[src/rtl/pong_frame_sequencer.sv]
// Frame sequencer for the Motion Pong datapath: load origins, then loop
// draw ball/paddles -> wait ~1/60 s -> erase, with a per-shape watchdog.
module pong_frame_sequencer #(
  parameter int SHAPE_TIMEOUT = 128,
  parameter int FRAME_W       = 16
) (
  input  logic               clock,
  input  logic               resetn,
  input  logic               go,
  input  logic               pause,
  input  logic               fin_Wait,
  input  logic               fin_B_D,
  input  logic               fin_B_E,
  input  logic               fin_P1_D,
  input  logic               fin_P1_E,
  input  logic               fin_P2_D,
  input  logic               fin_P2_E,
  output logic [1:0]         sel_out,
  output logic [1:0]         sel_col,
  output logic               ld_bx,
  output logic               ld_by,
  output logic               ld_p1x,
  output logic               ld_p1y,
  output logic               ld_p2x,
  output logic               ld_p2y,
  output logic               en_B_shapeCounter_D,
  output logic               en_B_shapeCounter_E,
  output logic               en_P1_shapeCounter_D,
  output logic               en_P1_shapeCounter_E,
  output logic               en_P2_shapeCounter_D,
  output logic               en_P2_shapeCounter_E,
  output logic               en_delayCounter,
  output logic               plot,
  output logic               busy,
  output logic [FRAME_W-1:0] frame_count,
  output logic               timeout_err
);

  localparam int WD_W = (SHAPE_TIMEOUT > 2) ? $clog2(SHAPE_TIMEOUT) : 1;
  localparam logic [WD_W-1:0] WD_MAX = WD_W'(SHAPE_TIMEOUT - 1);

  typedef enum logic [3:0] {
    S_RESET, S_LOAD, S_IDLE,
    S_DRAW_B, S_DRAW_P1, S_DRAW_P2,
    S_WAIT, S_HOLD,
    S_ERASE_B, S_ERASE_P1, S_ERASE_P2
  } state_t;

  state_t              r_state, w_next;
  logic [WD_W-1:0]     r_wd;
  logic [FRAME_W-1:0]  r_frame_count;
  logic                r_timeout_err;
  logic                w_shape, w_fin, w_expire, w_adv, w_ld;

  // Only the fin belonging to the current shape state is looked at.
  always_comb begin
    w_shape = 1'b0;
    w_fin   = 1'b0;
    case (r_state)
      S_DRAW_B:   begin w_shape = 1'b1; w_fin = fin_B_D;  end
      S_DRAW_P1:  begin w_shape = 1'b1; w_fin = fin_P1_D; end
      S_DRAW_P2:  begin w_shape = 1'b1; w_fin = fin_P2_D; end
      S_ERASE_B:  begin w_shape = 1'b1; w_fin = fin_B_E;  end
      S_ERASE_P1: begin w_shape = 1'b1; w_fin = fin_P1_E; end
      S_ERASE_P2: begin w_shape = 1'b1; w_fin = fin_P2_E; end
      default:    ;
    endcase
    w_expire = w_shape && (r_wd == WD_MAX);
    w_adv    = w_fin || w_expire;
  end

  always_comb begin
    w_next = r_state;
    case (r_state)
      S_RESET:    w_next = S_LOAD;
      S_LOAD:     w_next = S_IDLE;
      S_IDLE:     if (go)      w_next = S_DRAW_B;
      S_DRAW_B:   if (w_adv)   w_next = S_DRAW_P1;
      S_DRAW_P1:  if (w_adv)   w_next = S_DRAW_P2;
      S_DRAW_P2:  if (w_adv)   w_next = S_WAIT;
      S_WAIT:     if (fin_Wait) w_next = pause ? S_HOLD : S_ERASE_B;
      S_HOLD:     if (!pause)  w_next = S_ERASE_B;
      S_ERASE_B:  if (w_adv)   w_next = S_ERASE_P1;
      S_ERASE_P1: if (w_adv)   w_next = S_ERASE_P2;
      S_ERASE_P2: if (w_adv)   w_next = S_DRAW_B;
      default:    w_next = S_RESET;
    endcase
  end

  // Watchdog restarts on every state change, so it counts cycles-in-state minus one.
  always_ff @(posedge clock or negedge resetn) begin
    if (!resetn) begin
      r_state       <= S_RESET;
      r_wd          <= '0;
      r_frame_count <= '0;
      r_timeout_err <= 1'b0;
    end else begin
      r_state <= w_next;
      r_wd    <= (w_next != r_state) ? '0 : r_wd + 1'b1;
      if (w_expire && !w_fin)         r_timeout_err <= 1'b1;
      if (r_state == S_WAIT && fin_Wait) r_frame_count <= r_frame_count + 1'b1;
    end
  end

  assign frame_count = r_frame_count;
  assign timeout_err = r_timeout_err;

  always_comb begin
    sel_out              = 2'd0;
    sel_col              = 2'd1;
    w_ld                 = 1'b0;
    en_B_shapeCounter_D  = 1'b0;
    en_B_shapeCounter_E  = 1'b0;
    en_P1_shapeCounter_D = 1'b0;
    en_P1_shapeCounter_E = 1'b0;
    en_P2_shapeCounter_D = 1'b0;
    en_P2_shapeCounter_E = 1'b0;
    en_delayCounter      = 1'b0;
    plot                 = 1'b0;
    busy                 = (r_state != S_RESET) && (r_state != S_IDLE);
    case (r_state)
      S_LOAD:     w_ld = 1'b1;
      S_DRAW_B:   begin sel_out = 2'd0; sel_col = 2'd0; en_B_shapeCounter_D  = 1'b1; plot = 1'b1; end
      S_DRAW_P1:  begin sel_out = 2'd1; sel_col = 2'd2; en_P1_shapeCounter_D = 1'b1; plot = 1'b1; end
      S_DRAW_P2:  begin sel_out = 2'd2; sel_col = 2'd2; en_P2_shapeCounter_D = 1'b1; plot = 1'b1; end
      S_WAIT:     en_delayCounter = 1'b1;
      S_ERASE_B:  begin sel_out = 2'd0; en_B_shapeCounter_E  = 1'b1; plot = 1'b1; end
      S_ERASE_P1: begin sel_out = 2'd1; en_P1_shapeCounter_E = 1'b1; plot = 1'b1; end
      S_ERASE_P2: begin sel_out = 2'd2; en_P2_shapeCounter_E = 1'b1; plot = 1'b1; end
      default:    ;
    endcase
    ld_bx  = w_ld;
    ld_by  = w_ld;
    ld_p1x = w_ld;
    ld_p1y = w_ld;
    ld_p2x = w_ld;
    ld_p2y = w_ld;
  end

endmodule

[config.mk]
export PLATFORM = sky130hd
export DESIGN_NAME = pong_frame_sequencer
export DESIGN_NICKNAME = d
export VERILOG_FILES = /design/src/rtl/pong_frame_sequencer.sv
export SDC_FILE = /design/constraint.sdc
export NUM_CORES = 1
export LEC_CHECK = 0
export BUFFER_PORTS_ARGS = -buffer_cell sky130_fd_sc_hd__buf_2
export CAP_MARGIN = 20
export CORE_MARGIN = 10
export CORE_UTILIZATION = 30
export DETAILED_ROUTE_END_ITERATION = 12
export SLEW_MARGIN = 5
export SYNTH_ARGS = -nofsm -noshare
export SYNTH_HDL_FRONTEND = slang
export SYNTH_SLANG_ARGS = --single-unit
[constraint.sdc]
create_clock -name clock -period 3.09 [get_ports clock]
set_input_delay 0.309 -clock clock [delete_from_list [all_inputs] [get_ports clock]]
set_output_delay 0.309 -clock clock [all_outputs]
set_load 0.01 [all_outputs]
# Yosys cells after proc, flatten, opt, wreduce, memory -nomap -nowiden

Index checks and enable logic that the tools add are counted.

Word-level logic and storage cells: 55
Input port bits: 11
Flip-flop bits (word level): 28
Output and inout port bits: 36

Add/subtract/negate cells: 2
Equality and inequality tests: 13
Multiplexer cells: 24
Reductions and logical operators: 12

Operators with widths:

| cell                    | number |
|---|---|
| $pmux W4 S11            | 1 |
| $mux W4                 | 10 |
| $add A16 B1 Y16 const B | 1 |
| $eq A4 B3 Y1 const B    | 4 |
| $eq A4 B4 Y1 const B    | 3 |
| $mux W1                 | 9 |
| $eq A4 B2 Y1 const B    | 2 |
| $pmux W2 S2             | 2 |
| $add A7 B1 Y7 const B   | 1 |
| $eq A7 B7 Y1 const B    | 1 |
| $mux W7                 | 1 |
| $pmux W1 S6             | 1 |
| $reduce_or A2 Y1        | 3 |
| $reduce_or A6 Y1        | 1 |
| $eq A4 B1 Y1 const B    | 1 |
| $logic_and A1 B1 Y1     | 4 |
| $logic_not A4 Y1        | 1 |
| $ne A4 B2 Y1 const B    | 1 |
| $ne A4 B4 Y1            | 1 |
| $reduce_bool A4 Y1      | 1 |
| $logic_not A1 Y1        | 1 |
| $logic_or A1 B1 Y1      | 1 |

# Depth between registers and ports, before layout

Gate-level depths: netlist (run 1).

Word-level depth: 9
Depth in mapped cells: 9
Depth with buffers taken out: 7

# Least setup slack after synthesis (run 1)

OpenSTA, ideal clock, no wires.

Path kind: flip-flop to flip-flop
From: reg r_state[0]
To: reg r_wd[2]
Setup time: 143 ps
Cell stages (with the launch flop): 9
Clock period less this slack: 2121 ps
Arrival: 1977 ps
Path buffers: 2
Required time: 2947 ps
Slack: 969 ps
Cells stage by stage: dfrtp_1 buf_2 and4bb_2 and2_1 buf_4 o2bb2ai_1 mux2_2 o21ai_2 nor3_1

Longest elaborated chain between the ends: 9
Elaborated cells on any way between the ends: 28
Classes of those cells: eq/ne: 11; mux: 13; reduce/logical: 4

Ends and longest elaborated chain:

| element                              | RTL line | RTL |
|---|---|---|
| start, declared                      | 49       | `state_t r_state, w_next;` |
| start signal, assigned               | 98       | `r_state <= w_next;` |
| $eq A4 B4 Y1 (tied with other cells) | 59, 74   |  |
| $reduce_or A6 Y1 (no line)           | n/a      |  |
| $mux W1                              | 59       | `case (r_state)` |
| $logic_and A1 B1 Y1                  | 68       | `w_expire = w_shape && (r_wd == WD_MAX);` |
| $logic_or A1 B1 Y1                   | 69       | `w_adv = w_fin \|\| w_expire;` |
| $mux W4 (tied with other cells)      | 85       | `S_ERASE_P2: if (w_adv) w_next = S_DRAW_B;` |
| $pmux W4 S11                         | 74       | `case (r_state)` |
| $ne A4 B4 Y1 (*)                     | 99       | `r_wd <= (w_next != r_state) ? '0 : r_wd + 1'b1;` |
| $mux W7 (*)                          | 99       |  |
| end signal, assigned                 | 99       |  |
| end, declared                        | 50       | `logic [WD_W-1:0] r_wd;` |

Mark *: on every way between the ends. The rest lies on a longest branch, timed or not.
A chain may end at the register's enable or synchronous reset.

# Worst setup path in the final report (run 1)

From: reg r_state[2]
To: reg r_wd[4]

The elaborated chain is that of the path after synthesis.

==> impl_metrics.toml, run 1 <==
[run_status]
outcome = "complete, no violations"

[clocking]
cts.clk_slew.worst_paths_ns = 0.09
tritoncts = "built"
numCtsBuffers = 3
cts-root-buf = "clkbuf_8"
post_cts_buffers = 0
cts.repair.resized = 0
htree_levels = 1
clock_latency_ns = 0.27
cts_hold_buf = 0
cts_buffer_depth = 2
cts_sinks = 28

[placed_design]
dp_hpwl_um = 2900
port-buffer-count = 46
gp_congestion = 0.7800

[timing]
hold_viol_final = 0
maxSlewViolCount = 0
hold_slack_ns = 0.04632
fin_crit_sh_pct = 83.67
rsz0062_at_grt = "false"
skew_ns = 0.004741
setup_viol = 0
slew_headroom_pct = 51.67
worst_pin_slew_ns = 0.7250
fmax_ghz = 0.3868
fin_crit_ns = 2.585
fin_tns_setup_ns = 0

[synth]
synthTopCellsByArea = "dfrtp_1 (40%), xnor2_1 (9.1%), a2111oi_4 (3.2%)"
synthSimpleGateAreaFrac_pct = 24.30
syn_inst = 168
synthMuxAreaShare_pct = 3.109
synth_compound_area_share_pct = 12.36
synth_xor_area_share_pct = 11.14
synth_top_family_by_area = "simple AND/OR/NAND/NOR gates"
syn-num-nets = 181
yosys.area.top_type = "dfrtp_1"
synth_edf_count = 0
synthArstFlopShare_pct = 100.0
syn_avg_cell_area_um2 = 10.30
yosys.area.top_type_share_pct = 40.49
synth_fa_ha_area_share_pct = 1.446
ys.flop_type = "dfrtp_1"
synth_cell_types = 49
yosysSeqAreaShare_pct = 40.49
synth_warnings = 0
ys_ff_latch = 28
syn_area_um2 = 1730

[setup_path]
crit_fanout = 22
worstPathRequired_ns = 3.22
crit_type = "flip-flop to flip-flop"
startpoint_type = "flip-flop"
arrival_ns = 2.72
crit_buf_inv = 0
crit_path_end_kind = "flip-flop"
crit_chain = "and4bb_2 -> and2_1 -> o2bb2ai_1 -> mux2_2 -> o21ai_2 -> nor3_1"
cp_top_family = "flip-flops"
critPathMaxStageDelay_ns = 0.77
cp_slowest_cell = "dfrtp_1"

[pwr]
swShare_pct = 43.03
power.leakage_nw = 0.9661
internal_power_mw = 0.9191
p_comb_share_pct = 49.9
p_sw_mw = 0.6941
power_density_nw_per_um2 = 809.4
power_mw = 1.613
seqPwrFrac_pct = 36.4
ir_drop_mv = 0.3810
clockPowerShare_pct = 13.7

[detailed_routing]
routed_via_density = 4.785
dr.pass1.iters = 4
wire_per_inst_um = 13.86
drc = 0
totalWireLength_um = 3798
drtAntennaViolNets = 0
drt_iter0_markers = 59
vias = 1311

[hold_path]
min_path_type = "input port to asynchronous set/reset pin"

[flow_run]
drv_cap = 0

[layout]
multi_input_area_um2 = 905.9
antenna_cells = 0
area_delta_synth_final_pct = 15.18
nNetsFinal = 216
nFillCells = 578
drive_gt1_share_pct = 31.68
regArea_um2 = 700.7

[grt]
grt_pass1_wl_um = 6499
grt_use_total_pct = 8.430
grt_use_met3_pct = 2.257
top_usage_layer = "met2"
first_global_vias = 1323
grt_use_met1_pct = 11.35
grt_max_degree = 29
gr-total-overflow = 0
antenna_found_initial = 0
use_met2_pct = 13.37

[floorplanning]
die_h_um = 95.95
core.rowCount = 27
io_pins = 47
start_util_pct = 31.23
die_w_um = 95.95
dieArea_um2 = 9205
core_area_um2 = 5540
## per-stage QoR
| step | util, % | setup slack (ns) | cells | area, um2 |
|---|---|---|---|---|
| after floorplan | - | 0.9695 | 168 | 1730 |
| after global placement | 34.98 | 0.5111 | 270 | 1938 |
| after detailed placement | 34.98 | 0.5207 | 270 | 1938 |
| after CTS | 35.98 | 0.4994 | 274 | 1993 |
| after global routing | 35.98 | 0.2762 | 274 | 1993 |
| final | 35.98 | 0.5047 | 274 | 1993 |
## sequential cells by signal (all words and copies together), names as in the netlist
name         count
timeout_err      1
frame_count     16
r_state          4
r_wd             7
## path summary, 6_finish.rpt
check,endpoint,start,slack (ns),cells after the start
worst min register to register,r_wd[0],r_wd[0],0.47,1
min in group clock,r_state[3],pause,0.40,4
worst min-delay path,frame_count[8],resetn,0.05,1
worst max register to register,r_wd[4],r_state[2],0.50,6
max in group asynchronous,r_wd[1],resetn,2.64,1
worst max-delay path,r_wd[4],r_state[2],0.50,6
## power by group through the flow
stage                     logic [mW]  clock network, mW  registers (mW)
final                          0.805              0.222           0.587
after global routing           0.900              0.245           0.610
after CTS                      0.821              0.231           0.587
after detailed placement       0.817                  0           0.594
after global placement         0.814                  0           0.596
after floorplan                0.764                  0           0.480
## layout make-up
| cell class | instances | area share, % |
|---|---|---|
| Tap cell | 72 | 4.520 |
| Sequential cell | 28 | 35.15 |
| Clock buffer | 4 | 2.762 |
| Inverter | 3 | 0.5650 |
| Timing Repair Buffer | 46 | 11.55 |
| Multi-Input combinational cell | 121 | 45.45 |
## metal layers
| metal | vias to the layer above | share of wire (%) |
|---|---|---|
| li1 | 657 | - |
| met3 | 2 | 7.1 |
| met1 | 625 | 45 |
| met2 | 27 | 48 |
| met5 | - | 0 |
| met4 | 0 | 0.37 |
## synthesized netlist by cell type (all sizes together) (3+ instances only)
cell type / number
a21oi: 4
and3: 7
buf: 13
clkbuf: 3
dfrtp: 28
inv: 3
mux2: 3
nand2: 12
nand2b: 4
nand3: 5
nand3b: 4
nand4: 4
nor2: 10
nor3: 10
o21ai: 3
xnor2: 18
xor2: 4
## cells in the final DEF (no fill, tap or decap), types with 2 or more instances in the layout
cell        n
nor3_1     10
a21oi_1     4
dfrtp_1    28
inv_1       3
and4_1      2
a2111oi_4   2
nand4_1     4
nand2b_1    4
clkbuf_8    4
mux2_2      3
mux2i_1     2
nand3_1     5
buf_2      46
ha_1        2
and3_1      7
xor2_1      4
or2_2       2
nand2_1    12
o21a_1      2
nor2_1     10
xnor2_1    18
nand3b_1    4
and2_1      2
## cell families after synthesis
logic type	Yosys count
AND/OR/NAND/NOR	69
flip-flops	28
AO/OA/AOI/OAI	23
XOR/XNOR	22
buffers and inverters	19
multiplexers	5
adder cells (fa/ha/maj)	2
(Power assumes the default switching activity.)
==> inputs of run 2 (changes only) <==
==> constraint.sdc (replaced) <==
create_clock -name clock -period 2.3 [get_ports clock]
set_input_delay 0.23 -clock clock [delete_from_list [all_inputs] [get_ports clock]]
set_output_delay 0.23 -clock clock [all_outputs]
set_load 0.01 [all_outputs]
==> impl_metrics.toml, run 2 (synthesized netlist as in run 1, its figures left out) <==
[run_status]
outcome = "complete, no violations"

[layout]
largest_register_ffs = 16
stdcell_count = 286
nNetsFinal = 228
antenna_cells = 0
area_delta_synth_final_pct = 21.98
layout.cell_area.non_filler_um2 = 2111
drive_gt1_share_pct = 37.38
layout_commonest_cell = "buf_2"
mostFrequentLayoutCells = "buf_2 (46), dfrtp_1 (24), xnor2_1 (18)"

[grt]
grt_use_total_pct = 9.070
grt_max_degree = 29
gr-total-overflow = 0
first_global_vias = 1403
antenna_found_initial = 0
grt_pass1_wl_um = 6962

[timing]
worst_pin_slew_ns = 0.6467
fin_crit_ns = 2.154
hold_viol_final = 0
fin_ws_ns = 0.1461
fin_tns_setup_ns = 0
slew_headroom_pct = 56.89
skew_ns = 0.004012
rsz0062_at_grt = "false"
fin_crit_sh_pct = 93.65
fmax_ghz = 0.4643
setup_viol = 0
hold_slack_ns = 0.3291
maxSlewViolCount = 0

[detailed_routing]
vias = 1361
drc = 0
drt_iter0_markers = 96
wire_per_inst_um = 14.03
dr.pass1.iters = 4
routed_via_density = 4.759
totalWireLength_um = 4014
drtAntennaViolNets = 0

[setup_path]
crit_chain = "and4bb_1 -> a221o_1 -> and3_1 -> nor2_1 -> nor3_1 -> a311o_1"
startpoint_type = "flip-flop"
critPathMaxStageDelay_ns = 0.50
crit_type = "flip-flop to flip-flop"
worstRegToRegCells = 6
cp_slowest_cell = "dfrtp_2"
reg2reg_from = "r_state[3]"
crit_path_end_kind = "flip-flop"
crit_fanout = 12
r2r_slack_ns = 0.15
worstPathRequired_ns = 2.46
arrival_ns = 2.32
timing.rr.end = "r_state[0]"

[floorplanning]
dieArea_um2 = 9205
start_util_pct = 31.23
die_h_um = 95.95
die_w_um = 95.95
io_pins = 47
core.rowCount = 27
core_area_um2 = 5540

[hold_path]
min_to = "r_state[3]"
whs_path_depth = 4
min_path_type = "input port to flip-flop"
min_from = "pause"

[pwr]
seqPwrFrac_pct = 30.1
p_comb_share_pct = 53.6
internal_power_mw = 1.425
power.leakage_nw = 1.029
clockPowerShare_pct = 16.3
p_sw_mw = 0.9732
power_density_nw_per_um2 = 1136
ir_drop_mv = 0.3865
swShare_pct = 40.59

[clocking]
cts-root-buf = "clkbuf_8"
clock_latency_ns = 0.27
htree_levels = 1
tritoncts = "built"
cts_sinks = 28
cts.clk_slew.worst_paths_ns = 0.10
numCtsBuffers = 3
cts_buffer_depth = 2

[placed_design]
dp_hpwl_um = 3056
port-buffer-count = 46
place_inst = 281
post-place-ws_ns = 0.04696
placed_cell_area_um2 = 2021
gp_congestion = 0.7739

[flow_run]
drv_cap = 0
## run 2: cell count changes in the layout (fill, tap and decap cells not counted), sizes merged
cell,previous run,this run
buf,46,57
bufinv,0,1
clkbuf,4,3
dlygate4sd3,0,1
## run 2: how the worst max path moves through the flow
stage / start / end / depth (start not counted)
final: r_state[3] / r_state[0] / 6
after CTS: r_state[2] / r_wd[4] / 6
after global routing: r_state[2] / r_state[0] / 6
after floorplan: r_state[0] / r_wd[2] / 8
after detailed placement: r_state[2] / r_wd[4] / 6
after global placement: r_state[3] / r_wd[4] / 7
## run 2: power groups by stage
stage	Combinational, mW	Clock (mW)	Sequential (mW)
2_1_floorplan	1.03	0	0.645
3_3_place_gp	1.28	0	0.720
3_5_place_dp	1.29	0	0.723
4_1_cts	1.30	0.403	0.714
5_1_grt	1.44	0.416	0.746
6_report	1.29	0.390	0.722
## run 2: per-layer routing
layer  part of all wire, %  track usage, %  wire (um)
met1                    47           11.89       1889
met2                    47           14.90       1901
met3                   5.2           2.101        209
met4                  0.35           1.843         14
met5                     0               0          0
## run 2: repair_timing
action | in CTS | in global routing
endpoints found under the setup margin | 0 | 9
gates resized for setup | 0 | 5
hold endpoints to repair | 28 | 0
hold buffers | 1 | 0
setup buffers | 0 | 0
## run 2: metrics by stage
step	power [mW]	utilization, %
CTS	2.414	37.94
floorplan	1.671	-
global route	2.600	38.10
detailed placement	2.014	36.47
finish	2.398	38.10
global placement	1.999	36.47
## run 2: cell type report
cell class              instances  area, um2
inverters                       3      11.26
flip-flops and latches         28      705.7
repair buffers                 58      322.8
fillers                       569       3430
clock buffers                   3      41.29
clock inverters                 1      30.03
well taps                      72      90.09
multi-input cells             121      909.6
## run 2: worst max-delay path, delay by kind of cell, from the launching register on
kind	cells	cell delay [ns]
AND/OR/NAND/NOR	4	0.93
AO/OA/AOI/OAI	2	0.61
flip-flops	1	0.50
==> inputs of run 3 (changes only) <==
--- a/config.mk
+++ b/config.mk
@@ -5,6 +5,7 @@
 export SDC_FILE = /design/constraint.sdc
 export NUM_CORES = 1
 export LEC_CHECK = 0
+export ABC_AREA = 1
 export BUFFER_PORTS_ARGS = -buffer_cell sky130_fd_sc_hd__buf_2
 export CAP_MARGIN = 20
 export CORE_MARGIN = 10
==> impl_metrics.toml, run 3 <==
[grt]
grt_use_total_pct = 8.658
grt_max_degree = 29
gr-total-overflow = 0
antenna_found_initial = 0
grt_pass1_wl_um = 6472
first_global_vias = 1397

[detailed_routing]
drt_iter0_markers = 58
drtAntennaViolNets = 0
wire_per_inst_um = 12.10
drc = 0
totalWireLength_um = 3810
dr.pass1.iters = 4
vias = 1391
routed_via_density = 4.416

[hold_path]
min_path_type = "input port to flip-flop"

[setup_path]
crit_path_end_kind = "flip-flop"
crit_chain = "inv_2 -> nor2_2 -> nand2_4 -> nor2_8 -> nand2_4 -> nor2_4 -> nand3_4 -> nor2_4 -> nand2_4 -> nor2_4 -> nand3_2 -> xnor2_1"
crit_fanout = 8
arrival_ns = 2.15
critPathMaxStageDelay_ns = 0.52
crit_type = "flip-flop to flip-flop"
cp_slowest_cell = "dfrtp_1"
worstPathRequired_ns = 2.47
startpoint_type = "flip-flop"

[placed_design]
port-buffer-count = 46
place_inst = 311
dp_hpwl_um = 3081
gp_congestion = 0.8499

[pwr]
p_sw_mw = 1.005
power_density_nw_per_um2 = 1031
seqPwrFrac_pct = 32.6
swShare_pct = 47.73
clockPowerShare_pct = 12.5
ir_drop_mv = 0.3878
internal_power_mw = 1.101
power.leakage_nw = 1.178
p_comb_share_pct = 54.9
power_mw = 2.106

[timing]
skew_ns = 0.003248
hold_slack_ns = 0.3149
fmax_ghz = 0.5050
hold_viol_final = 0
rsz0062_at_grt = "false"
fin_crit_sh_pct = 86.10
fin_crit_ns = 1.980
fin_tns_setup_ns = 0
slew_headroom_pct = 57.61
setup_viol = 0
maxSlewViolCount = 0
worst_pin_slew_ns = 0.6359

[layout]
mostFrequentLayoutCells = "buf_2 (46), nand2_1 (36), dfrtp_1 (28)"
area_delta_synth_final_pct = 19.74
layout_commonest_cell = "buf_2"
drive_gt1_share_pct = 31.28
final_util_pct = 37.08
antenna_cells = 0
largest_register_ffs = 16
stdcell_count = 315
nNetsFinal = 258

[flow_run]
drv_cap = 0

[synth]
synth_commonest_cells = "nand2_1 (36), dfrtp_1 (28), inv_1 (20), nor2_1 (20), nand3_1 (17)"
syn_inst = 198
yosysSeqAreaShare_pct = 41.09
synth_cell_types = 30
ys.flop_type = "dfrtp_1"
syn_avg_cell_area_um2 = 8.613
synthMostInstantiatedCell = "nand2_1"
synthArstFlopShare_pct = 100.0
ys_ff_latch = 28
syn_area_um2 = 1705
synth_edf_count = 0
synthTopCellsByArea = "dfrtp_1 (41%), nand2_1 (7.9%), xor2_1 (7.2%)"
syn-num-nets = 211
synth_warnings = 0
yosys.area.top_type_share_pct = 41.09
yosys.area.top_type = "dfrtp_1"

[clocking]
cts_sinks = 28
cts-root-buf = "clkbuf_8"
cts_buffer_depth = 2
tritoncts = "built"
numCtsBuffers = 3
htree_levels = 1
clock_latency_ns = 0.27
cts.clk_slew.worst_paths_ns = 0.09

[floorplanning]
die_h_um = 95.40
io_pins = 47
core_area_um2 = 5507
dieArea_um2 = 9100
start_util_pct = 30.97
die_w_um = 95.40
core.rowCount = 27

[run_status]
outcome = "complete, no violations"
[run 3: changes by cell type after synthesis, sizes merged, moves of 4 or more]
cell    before  now
inv          3   24
buf         13    6
and3         7    1
nor3        10    2
xnor2       18    6
nand2b       4    0
nand3        5   22
xor2         4   14
nor2        10   29
nand2       12   42
[run 3: final cells by class]
cell class	count	area, um2
well taps	72	90.09
repair buffers	48	247.7
flip-flops and latches	28	700.7
clock buffers	3	41.29
inverters	24	90.09
fillers	583	3465
multi-input cells	140	872.1
[run 3: worst paths after layout]
path                              endpoint  slack, ns        from  depth (start not counted)
max in group asynchronous          r_wd[2]       1.37      resetn                          2
max reg2reg                frame_count[15]       0.32  r_state[1]                         12
min reg2reg                        r_wd[0]       0.47     r_wd[0]                          1
max                        frame_count[15]       0.32  r_state[1]                         12
min in group asynchronous  frame_count[15]       0.51      resetn                          2
min                             r_state[2]       0.31       pause                          3
[run 3: power groups by stage]
stage                     Clock (mW)  Sequential [mW]  Combinational, mW
after floorplan                    0            0.669              0.890
after global placement             0            0.691               1.17
after detailed placement           0            0.692               1.17
after CTS                      0.283            0.685               1.17
after global routing           0.303            0.700               1.31
final                          0.263            0.687               1.16
[run 3: what timing repair did]
item	CTS	global route
resized for setup	0	0
hold buffers	1	0
endpoints found under the hold margin	28	0
buffers inserted	0	0
[run 3: routing by layer]
metal | GRT usage, % | part of all wire [%] | up-vias
met5 | 0 | 0 | -
met4 | 1.843 | 1.0 | 0
met3 | 2.592 | 5.7 | 4
met2 | 15.17 | 50 | 26
met1 | 10.21 | 43 | 640
li1 | - | - | 721
[run 3: per-stage QoR]
stage	setup slack, ns	area (um2)
CTS	0.2961	2042
finish	0.3197	2042
floorplan	0.3086	1705
global route	0.1232	2042
detailed placement	0.3114	1991
global placement	0.3124	1991
[run 3: worst max-delay path, delay by kind of cell (launching register included)]
family / cells / cell delay, ns
buffers and inverters: 1 / 0.10
AND/OR/NAND/NOR: 10 / 1.14
flip-flops: 1 / 0.52
XOR/XNOR: 1 / 0.12
[run 3: logic make-up after synthesis]
family,Yosys count,synth area share [%]
xor+xnor,20,10.27
flops,28,41.09
fa+ha+maj,2,1.467
mux,1,0.6603
buf+inv,30,7.777
simple gates,105,34.78
compound gates,12,3.962
